==> config.mk <==
export PLATFORM = sky130hd
export DESIGN_NAME = alu_issue_stage_flat
export DESIGN_NICKNAME = d
export VERILOG_FILES = /design/src/rtl/alu_issue_stage_pkg.sv /design/src/rtl/alu_issue_stage_if.sv /design/src/rtl/issue_register_file.sv /design/src/rtl/alu_issue_stage.sv /design/src/flat_wrapper.sv
export SDC_FILE = /design/constraint.sdc
export NUM_CORES = 1
export LEC_CHECK = 0
export BUFFER_PORTS_ARGS = -buffer_cell sky130_fd_sc_hd__buf_2
export CORE_UTILIZATION = 58
export CTS_CLUSTER_DIAMETER = 60
export DETAILED_ROUTE_END_ITERATION = 16
export GPL_ROUTABILITY_DRIVEN = 0
export MAX_ROUTING_LAYER = met4
export PLACE_DENSITY = 0.87
export SYNTH_ARGS = -nofsm -noshare
export SYNTH_HDL_FRONTEND = slang
export SYNTH_SLANG_ARGS = --single-unit
==> constraint.sdc <==
create_clock -name clock -period 2.25 [get_ports clock]
set_input_delay 0.3375 -clock clock [delete_from_list [all_inputs] [get_ports clock]]
set_output_delay 0.3375 -clock clock [all_outputs]
set_load 0.02 [all_outputs]
==> src/rtl/alu_issue_stage_pkg.sv <==
// Shared constants, opcode map, FSM encoding and decode helpers for the ALU issue stage.
package alu_issue_stage_pkg;

    localparam int unsigned WORD_SIZE   = 16;
    localparam int unsigned OPCODE_SIZE = 4;
    localparam int unsigned NUM_REGS    = 8;
    localparam int unsigned REG_BITS    = $clog2(NUM_REGS);
    localparam int unsigned IMM_BITS    = 6;

    localparam logic [OPCODE_SIZE-1:0] OpNot  = 4'd0;
    localparam logic [OPCODE_SIZE-1:0] OpAnd  = 4'd1;
    localparam logic [OPCODE_SIZE-1:0] OpAndi = 4'd2;
    localparam logic [OPCODE_SIZE-1:0] OpOr   = 4'd3;
    localparam logic [OPCODE_SIZE-1:0] OpXor  = 4'd4;
    localparam logic [OPCODE_SIZE-1:0] OpAdd  = 4'd5;
    localparam logic [OPCODE_SIZE-1:0] OpAddi = 4'd6;
    localparam logic [OPCODE_SIZE-1:0] OpSub  = 4'd7;
    localparam logic [OPCODE_SIZE-1:0] OpComp = 4'd8;
    localparam logic [OPCODE_SIZE-1:0] OpLt   = 4'd9;
    localparam logic [OPCODE_SIZE-1:0] OpEq   = 4'd10;

    typedef enum logic [1:0] {
        StIdle  = 2'd0,
        StIssue = 2'd1,
        StWb    = 2'd2
    } state_e;

    // ALU opcodes occupy the contiguous range 0..10; 11..15 are dropped as illegal.
    function automatic logic is_alu_op(input logic [OPCODE_SIZE-1:0] op);
        return op <= OpEq;
    endfunction

    function automatic logic [WORD_SIZE-1:0] operand2(input logic [OPCODE_SIZE-1:0] op,
                                                      input logic [IMM_BITS-1:0]    imm6,
                                                      input logic [WORD_SIZE-1:0]   rs2_data);
        case (op)
            OpAddi:  return {{(WORD_SIZE-IMM_BITS){imm6[IMM_BITS-1]}}, imm6};
            OpAndi:  return {{(WORD_SIZE-IMM_BITS){1'b0}}, imm6};
            OpNot:   return '0;
            default: return rs2_data;
        endcase
    endfunction

endpackage

==> src/rtl/alu_issue_stage_if.sv <==
// Instruction handshake, ALU drive/return, writeback, debug and counter signals of the issue stage.
interface alu_issue_stage_if
    import alu_issue_stage_pkg::*;
();
    logic                   instr_valid;
    logic [WORD_SIZE-1:0]   instr;
    logic                   instr_ready;
    logic [OPCODE_SIZE-1:0] opcode;
    logic [WORD_SIZE-1:0]   input1;
    logic [WORD_SIZE-1:0]   input2;
    logic                   alu_enable;
    logic [WORD_SIZE-1:0]   alu_out;
    logic                   wb_valid;
    logic [REG_BITS-1:0]    wb_addr;
    logic [WORD_SIZE-1:0]   wb_data;
    logic                   illegal_op;
    logic [REG_BITS-1:0]    dbg_addr;
    logic [WORD_SIZE-1:0]   dbg_data;
    logic [15:0]            issue_count;

    modport slave (
        input  instr_valid, instr, alu_out, dbg_addr,
        output instr_ready, opcode, input1, input2, alu_enable,
               wb_valid, wb_addr, wb_data, illegal_op, dbg_data, issue_count
    );

    modport master (
        output instr_valid, instr, alu_out, dbg_addr,
        input  instr_ready, opcode, input1, input2, alu_enable,
               wb_valid, wb_addr, wb_data, illegal_op, dbg_data, issue_count
    );
endinterface

==> src/rtl/issue_register_file.sv <==
// Register file: two combinational read ports plus a debug port, one synchronous write, R0 = 0.
module issue_register_file #(
    parameter  int unsigned WIDTH     = 16,
    parameter  int unsigned NUM_REGS  = 8,
    localparam int unsigned ADDR_BITS = $clog2(NUM_REGS)
) (
    input  logic                 clock,
    input  logic                 reset,
    input  logic                 i_we,
    input  logic [ADDR_BITS-1:0] i_waddr,
    input  logic [WIDTH-1:0]     i_wdata,
    input  logic [ADDR_BITS-1:0] i_raddr_a,
    output logic [WIDTH-1:0]     o_rdata_a,
    input  logic [ADDR_BITS-1:0] i_raddr_b,
    output logic [WIDTH-1:0]     o_rdata_b,
    input  logic [ADDR_BITS-1:0] i_dbg_addr,
    output logic [WIDTH-1:0]     o_dbg_data
);
    logic [WIDTH-1:0] r_regs [NUM_REGS];

    always_ff @(posedge clock) begin
        if (reset) begin
            r_regs <= '{default: '0};
        end else if (i_we && (i_waddr != '0)) begin
            r_regs[i_waddr] <= i_wdata;
        end
    end

    assign o_rdata_a  = (i_raddr_a  == '0) ? '0 : r_regs[i_raddr_a];
    assign o_rdata_b  = (i_raddr_b  == '0) ? '0 : r_regs[i_raddr_b];
    assign o_dbg_data = (i_dbg_addr == '0) ? '0 : r_regs[i_dbg_addr];
endmodule

==> src/rtl/alu_issue_stage.sv <==
// Non-pipelined ALU issue stage: accept, issue to ALU, write back (IDLE -> ISSUE -> WB).
// Define ALU_ISSUE_COUNT_EN to build the saturating issue counter; otherwise issue_count is 0.
module alu_issue_stage
    import alu_issue_stage_pkg::*;
(
    input  logic             clock,
    input  logic             reset,
    alu_issue_stage_if.slave bus
);
    state_e                 r_state;
    logic [OPCODE_SIZE-1:0] r_opcode;
    logic [WORD_SIZE-1:0]   r_input1;
    logic [WORD_SIZE-1:0]   r_input2;
    logic [REG_BITS-1:0]    r_rd;
    logic                   r_alu_enable;
    logic                   r_illegal_op;

    logic [OPCODE_SIZE-1:0] w_op;
    logic [REG_BITS-1:0]    w_rd;
    logic [REG_BITS-1:0]    w_rs1;
    logic [REG_BITS-1:0]    w_rs2;
    logic [IMM_BITS-1:0]    w_imm6;
    logic [WORD_SIZE-1:0]   w_rs1_data;
    logic [WORD_SIZE-1:0]   w_rs2_data;
    logic                   w_accept;
    logic                   w_in_wb;

    assign w_op     = bus.instr[WORD_SIZE-1 -: OPCODE_SIZE];
    assign w_rd     = bus.instr[11:9];
    assign w_rs1    = bus.instr[8:6];
    assign w_rs2    = bus.instr[5:3];
    assign w_imm6   = bus.instr[5:0];
    assign w_accept = bus.instr_valid && (r_state == StIdle);
    assign w_in_wb  = (r_state == StWb);

    // Writes land at the end of WB, so the next accept already reads the new value.
    issue_register_file #(
        .WIDTH    (WORD_SIZE),
        .NUM_REGS (NUM_REGS)
    ) u_regfile (
        .clock      (clock),
        .reset      (reset),
        .i_we       (w_in_wb),
        .i_waddr    (r_rd),
        .i_wdata    (bus.alu_out),
        .i_raddr_a  (w_rs1),
        .o_rdata_a  (w_rs1_data),
        .i_raddr_b  (w_rs2),
        .o_rdata_b  (w_rs2_data),
        .i_dbg_addr (bus.dbg_addr),
        .o_dbg_data (bus.dbg_data)
    );

    always_ff @(posedge clock) begin
        if (reset) begin
            r_state      <= StIdle;
            r_opcode     <= '0;
            r_input1     <= '0;
            r_input2     <= '0;
            r_rd         <= '0;
            r_alu_enable <= 1'b0;
            r_illegal_op <= 1'b0;
        end else begin
            r_alu_enable <= 1'b0;
            r_illegal_op <= 1'b0;
            case (r_state)
                StIdle: begin
                    if (w_accept) begin
                        if (is_alu_op(w_op)) begin
                            r_state      <= StIssue;
                            r_opcode     <= w_op;
                            r_rd         <= w_rd;
                            r_input1     <= w_rs1_data;
                            r_input2     <= operand2(w_op, w_imm6, w_rs2_data);
                            r_alu_enable <= 1'b1;
                        end else begin
                            r_illegal_op <= 1'b1;
                        end
                    end
                end
                StIssue: r_state <= StWb;
                StWb:    r_state <= StIdle;
                default: r_state <= StIdle;
            endcase
        end
    end

    assign bus.instr_ready = (r_state == StIdle);
    assign bus.opcode      = r_opcode;
    assign bus.input1      = r_input1;
    assign bus.input2      = r_input2;
    assign bus.alu_enable  = r_alu_enable;
    assign bus.illegal_op  = r_illegal_op;
    assign bus.wb_valid    = w_in_wb;
    assign bus.wb_addr     = w_in_wb ? r_rd : '0;
    assign bus.wb_data     = w_in_wb ? bus.alu_out : '0;

`ifdef ALU_ISSUE_COUNT_EN
    logic [15:0] r_issue_count;

    always_ff @(posedge clock) begin
        if (reset) begin
            r_issue_count <= '0;
        end else if (r_alu_enable && (r_issue_count != 16'hFFFF)) begin
            r_issue_count <= r_issue_count + 16'd1;
        end
    end

    assign bus.issue_count = r_issue_count;
`else
    assign bus.issue_count = 16'h0000;
`endif
endmodule

==> src/flat_wrapper.sv <==
// flat-port wrapper written by rule: the top's interface ports become plain ports
module alu_issue_stage_flat import alu_issue_stage_pkg::*;
  (clock, reset, bus_instr_valid, bus_instr, bus_alu_out, bus_dbg_addr, bus_instr_ready, bus_opcode, bus_input1, bus_input2, bus_alu_enable, bus_wb_valid, bus_wb_addr, bus_wb_data, bus_illegal_op, bus_dbg_data, bus_issue_count);
  alu_issue_stage_if bus_i ();
  input  logic clock;
  input  logic reset;
  input wire logic [$bits(bus_i.instr_valid)-1:0] bus_instr_valid;
  input wire logic [$bits(bus_i.instr)-1:0] bus_instr;
  input wire logic [$bits(bus_i.alu_out)-1:0] bus_alu_out;
  input wire logic [$bits(bus_i.dbg_addr)-1:0] bus_dbg_addr;
  output wire logic [$bits(bus_i.instr_ready)-1:0] bus_instr_ready;
  output wire logic [$bits(bus_i.opcode)-1:0] bus_opcode;
  output wire logic [$bits(bus_i.input1)-1:0] bus_input1;
  output wire logic [$bits(bus_i.input2)-1:0] bus_input2;
  output wire logic [$bits(bus_i.alu_enable)-1:0] bus_alu_enable;
  output wire logic [$bits(bus_i.wb_valid)-1:0] bus_wb_valid;
  output wire logic [$bits(bus_i.wb_addr)-1:0] bus_wb_addr;
  output wire logic [$bits(bus_i.wb_data)-1:0] bus_wb_data;
  output wire logic [$bits(bus_i.illegal_op)-1:0] bus_illegal_op;
  output wire logic [$bits(bus_i.dbg_data)-1:0] bus_dbg_data;
  output wire logic [$bits(bus_i.issue_count)-1:0] bus_issue_count;
  assign bus_i.instr_valid = bus_instr_valid;
  assign bus_i.instr = bus_instr;
  assign bus_i.alu_out = bus_alu_out;
  assign bus_i.dbg_addr = bus_dbg_addr;
  assign bus_instr_ready = bus_i.instr_ready;
  assign bus_opcode = bus_i.opcode;
  assign bus_input1 = bus_i.input1;
  assign bus_input2 = bus_i.input2;
  assign bus_alu_enable = bus_i.alu_enable;
  assign bus_wb_valid = bus_i.wb_valid;
  assign bus_wb_addr = bus_i.wb_addr;
  assign bus_wb_data = bus_i.wb_data;
  assign bus_illegal_op = bus_i.illegal_op;
  assign bus_dbg_data = bus_i.dbg_data;
  assign bus_issue_count = bus_i.issue_count;
  alu_issue_stage u_core (.clock(clock), .reset(reset), .bus(bus_i));
endmodule
### Yosys cells after proc, flatten, opt, wreduce, memory -nomap -nowiden

Index checks and enable logic that the tools add are counted.

| word-level totals | value |
|---|---|
| bits in registers | 171 |
| input bits | 38 |
| output and inout bits | 91 |
| word-level logic and storage cells | 68 |

| cells by class | value |
|---|---|
| order comparisons | 6 |
| equality and inequality tests | 6 |
| multiplexer cells | 23 |
| bitwise gates (word level) | 6 |
| reduce and logical (&&, ||, !) cells | 12 |

Operators by type and width:

| cell | number |
|---|---|
| two-way mux 16 bit | 11 |
| binary-select mux 16 bit (select 3 bit) | 3 |
| bitwise mux 128 bit | 1 |
| demux 16 bit (select 3 bit) | 1 |
| case mux 16 bit (3 select lines) | 1 |
| >= comparator 4 bit, second input constant | 4 |
| NOT 3 -> 4 bit | 4 |
| zero test 3 bit | 3 |
| equality test 4 x 2 -> 1 bit, second input constant | 1 |
| equality test 4 x 3 -> 1 bit, second input constant | 1 |
| <= comparator 4 bit, second input constant | 1 |
| zero test 4 bit | 1 |
| less-than comparator 4 x 1 -> 1 bit, second input constant | 1 |
| two-way mux 2 bit | 2 |
| inequality test 2 x 1 -> 1 bit, second input constant | 2 |
| case mux 2 bit (2 select lines) | 1 |
| logical AND 1 bit | 3 |
| two-way mux 3 bit | 1 |
| AND reduction 3 bit | 1 |
| nonzero test 3 bit | 1 |
| OR reduction 3 bit | 1 |
| equality test 2 x 1 -> 1 bit, second input constant | 1 |
| equality test 2 bit, second input constant | 1 |
| zero test 2 bit | 1 |
| other kinds (3) | 5 |

### Depth between registers and ports, before layout

| depth | value |
|---|---|
| depth after elaboration | 6 |
| gate-level depth with buffers | 7 |
| gate-level depth less buffers | 4 |

### By module

Synthesis repeated with hierarchy kept, for this count alone.

| unflattened totals | value |
|---|---|
| cell total of the unflattened synthesis | 1050 |
| area total of the unflattened synthesis | 9347.7 µm² |

Modules (own cells, without submodules):

| module | instances | cells each | area an instance (µm²) | seq. area each (µm²) |
|---|---|---|---|---|
| issue_register_file | 1 | 798 | 7178.1 | 2242.2 |
| alu_issue_stage | 1 | 252 | 2169.6 | 860.8 |

### Least setup slack after synthesis

No wires, ideal clock.

| path | value |
|---|---|
| kind | input-to-output |
| start | input bus_dbg_addr[0] |
| end | output bus_dbg_data[14] |
| data arrival time | 1615 ps |
| data required time | 1913 ps |
| slack | 298 ps |
| stages on the path | 6 |
| buffers on the path | 3 |
| cell sequence | buf_2 -> buf_2 -> buf_2 -> mux4_2 -> inv_1 -> a21oi_1 |

| between the ends | value |
|---|---|
| cells in the longest elaborated chain, start to end | 5 |
| elaborated cells between the ends (all ways) | 6 |
| those cells by class | 4 x mux; 1 x bitwise; 1 x reduce/logical |

Ends and longest elaborated chain:

| element | line | source |
|---|---|---|
| start: declaration | flat_wrapper.sv:10 | `input wire logic [$bits(bus_i.dbg_addr)-1:0] bus_dbg_addr;` |
| NOT 3 -> 4 bit (not written as such) | issue_register_file.sv:31 | `assign o_dbg_data = (i_dbg_addr == '0) ? '0 : r_regs[i_dbg_addr];` |
| binary-select mux 16 bit (select 3 bit) | issue_register_file.sv:31 |  |
| two-way mux 16 bit (not written as such) (2 in series) | issue_register_file.sv:31 |  |
| two-way mux 16 bit * | issue_register_file.sv:31 |  |
| end: declaration | flat_wrapper.sv:20 | `output wire logic [$bits(bus_i.dbg_data)-1:0] bus_dbg_data;` |

Every way passes the cells marked *; elsewhere a longest branch is shown, timed or not. The select of a mux whose other input is x is not followed.

### Final worst setup path

| path | value |
|---|---|
| start | input bus_dbg_addr[0] |
| end | output bus_dbg_data[10] |

The elaborated chain is that of the path after synthesis.

==> results.json <==
{
  "cp-end-kind": "primary output",
  "numCtsBuffers": 17,
  "pin_count": 129,
  "die_h_um": 127.1,
  "finalHoldViolCount": 0,
  "place_worst_setup_slack_ps": 209.1,
  "num-nets-final": 1039,
  "clockBufferDepth": 2,
  "grt_pass1_wl_um": 42050,
  "syn2layout_area_growth_pct": 15.40,
  "maxCapViolCount": 0,
  "critPathKind": "input port to primary output",
  "drc": 0,
  "reg2reg_depth": 6,
  "ys_ff_latch": 171,
  "vias": 7981,
  "min_to": "u_core.r_rd[2]",
  "post-route-period-util_pct": 92.55,
  "hold_path_class": "input port to flop",
  "synthArstFlopShare_pct": 0,
  "slew_violations": 0,
  "max_freq_ghz": 0.4802,
  "whs_ps": 132.3,
  "rsz0062_at_grt": "no",
  "chipWidth_um": 127.1,
  "layout_common_cells": "dfxtp_1, buf_2, nor2_1",
  "initial_core_util_pct": 59.46,
  "r2r_slack_ps": 320,
  "grt_usage_pct": 35.35,
  "core.rowCount": 45,
  "setup_viol": 0,
  "dieArea_mm2": 0.01615,
  "worstPathMaxFanout": 11,
  "synth_ff_type": "dfxtp_1",
  "leakagePower_nw": 4.255,
  "yosys_warnings": 0,
  "drive_above_1_share_pct": 27.54,
  "final_common_cell": "dfxtp_1",
  "worstReg2RegStart": "u_core.r_state[1]",
  "htreeDepth": 4,
  "worstHoldPathCells": 3,
  "synthCells": 913,
  "drt-pass1-iter-count": 6,
  "cts_hold_buffers": 0,
  "fillerInstances": 1047,
  "power_w": 0.006860,
  "arrival_ps": 1740,
  "ir_drop_v": 0.0005798,
  "synth_area_mm2": 0.009072,
  "ys_seq_area_share_pct": 37.73,
  "grt_max_degree": 59,
  "required_ps": 1910,
  "synth.distinct_cells": 49,
  "portBuffers": 112,
  "syn_area_per_cell_um2": 9.937,
  "ant_nets": 0,
  "wl_um": 27020,
  "layout_setup_ws_ps": 167.5,
  "power_density_mw_per_mm2": 655.2,
  "min_period_ps": 2082,
  "post-route-util_pct": 68.62,
  "core_mm2": 0.01526,
  "drt_iter0_markers": 942,
  "fin_worst_skew_ps": 5.561,
  "fin_tns_setup_ps": 0,
  "relSlewSlack_pct": 62.18,
  "crit_path_start_kind": "input port",
  "synth-edff-count": 0,
  "wl_per_cell_um": 22.02,
  "grt_pass1_vias": 7641,
  "hpwl_um": 16670,
  "grt_overflow": 0,
  "worstMarginPinSlew_ps": 561.4,
  "clk_latency_ps": 440,
  "cts.clk_slew.worst_paths_ps": 60,
  "status": "complete, no violations",
  "cts_tree": "built",
  "r2r-end": "u_core.u_regfile.r_regs[105]",
  "cts_resized": 0,
  "root_buffer": "clkbuf_16",
  "via_per_inst": 6.504,
  "cts_setup_buffers": 0,
  "min_from": "bus_instr[11]",
  "grt_antenna_before_repair": 3,
  "cts.sinks": 171
}
-- flip-flops by register name, indices dropped and copies added, names as in the netlist --
register,flops
u_core.r_rd,3
u_core.u_regfile.r_regs,128
u_core.bus.illegal_op,1
u_core.bus.input1,16
u_core.bus.input2,16
u_core.r_state,2
u_core.bus.opcode,4
u_core.bus.alu_enable,1
-- final cells by class --
class,instances,area (um2),area share [%]
multi-input cells,642,5131,49.01
diodes,3,7.507,0.07170
inverters,17,63.81,0.6095
repair buffers,152,975.9,9.321
flip-flops and latches,171,3423,32.70
clock inverters,7,112.6,1.076
clock buffers,24,491.7,4.696
well taps,211,264.0,2.522
-- per-layer routing --
layer	GRT usage [%]	share of wire, %
met5	-	0
met2	52.62	46
met4	20.03	4.9
met1	42.34	37
met3	11.39	12
-- critical path: stages --
cell,delay [ps]
buf_2,320
buf_12,200
mux4_2,520
inv_1,90
a21oi_1,90
buf_2,180
-- synth_stat cells, types with 7 or more instances --
cell	number	area (um2)
a21o_1	17	127.6
a21oi_1	61	305.3
a221oi_1	16	140.1
a22oi_1	16	120.1
and2_1	19	118.9
buf_2	21	105.1
buf_4	28	210.2
clkbuf_1	42	157.7
dfxtp_1	171	3423
inv_1	17	63.81
mux2_2	32	360.4
mux2i_1	98	980.9
mux4_1	7	183.9
mux4_2	52	1171
nand2_1	95	356.6
nor2_1	103	386.6
nor2b_1	19	118.9
nor3b_1	17	127.6
o21ai_0	16	80.08
-- per-stage QoR --
step / std cells / instance area (um2)
finish: 1227 / 10470
global route: 1227 / 10470
CTS: 1224 / 10460
detailed placement: 1193 / 9858
global placement: 1193 / 9858
floorplan: 928 / 9129
-- kinds of logic (layout without fill, tap and decap cells) --
logic type             Yosys count  after routing  share of synthesized area (%)
AND/OR/NAND/NOR                287            287                          15.14
other                            1             19                        0.04133
AO/OA/AOI/OAI                  150            150                          10.91
flip-flops                     171            171                          37.73
multiplexers                   189            189                          29.72
buffers and inverters          115            200                          6.454
-- power by group --
| group | switching, W | leakage [nW] | internal, W |
|---|---|---|---|
| registers | 0.0000299 | 1.38 | 0.00307 |
| logic | 0.000472 | 2.58 | 0.000242 |
| clock network | 0.00120 | 0.296 | 0.00185 |
-- worst max-delay path by stage --
stage / from / end / slack (ps) / depth (start not counted)
finish: bus_dbg_addr[0] / bus_dbg_data[10] / 170 / 6
global route: u_core.r_state[1] / bus_wb_data[13] / 90 / 4
detailed placement: bus_dbg_addr[0] / bus_dbg_data[0] / 210 / 6
global placement: bus_dbg_addr[0] / bus_dbg_data[0] / 230 / 6
CTS: u_core.r_state[1] / bus_wb_data[13] / 170 / 4
floorplan: bus_dbg_addr[0] / bus_dbg_data[14] / 300 / 6
Note: power is estimated with default switching activity, not from simulation.
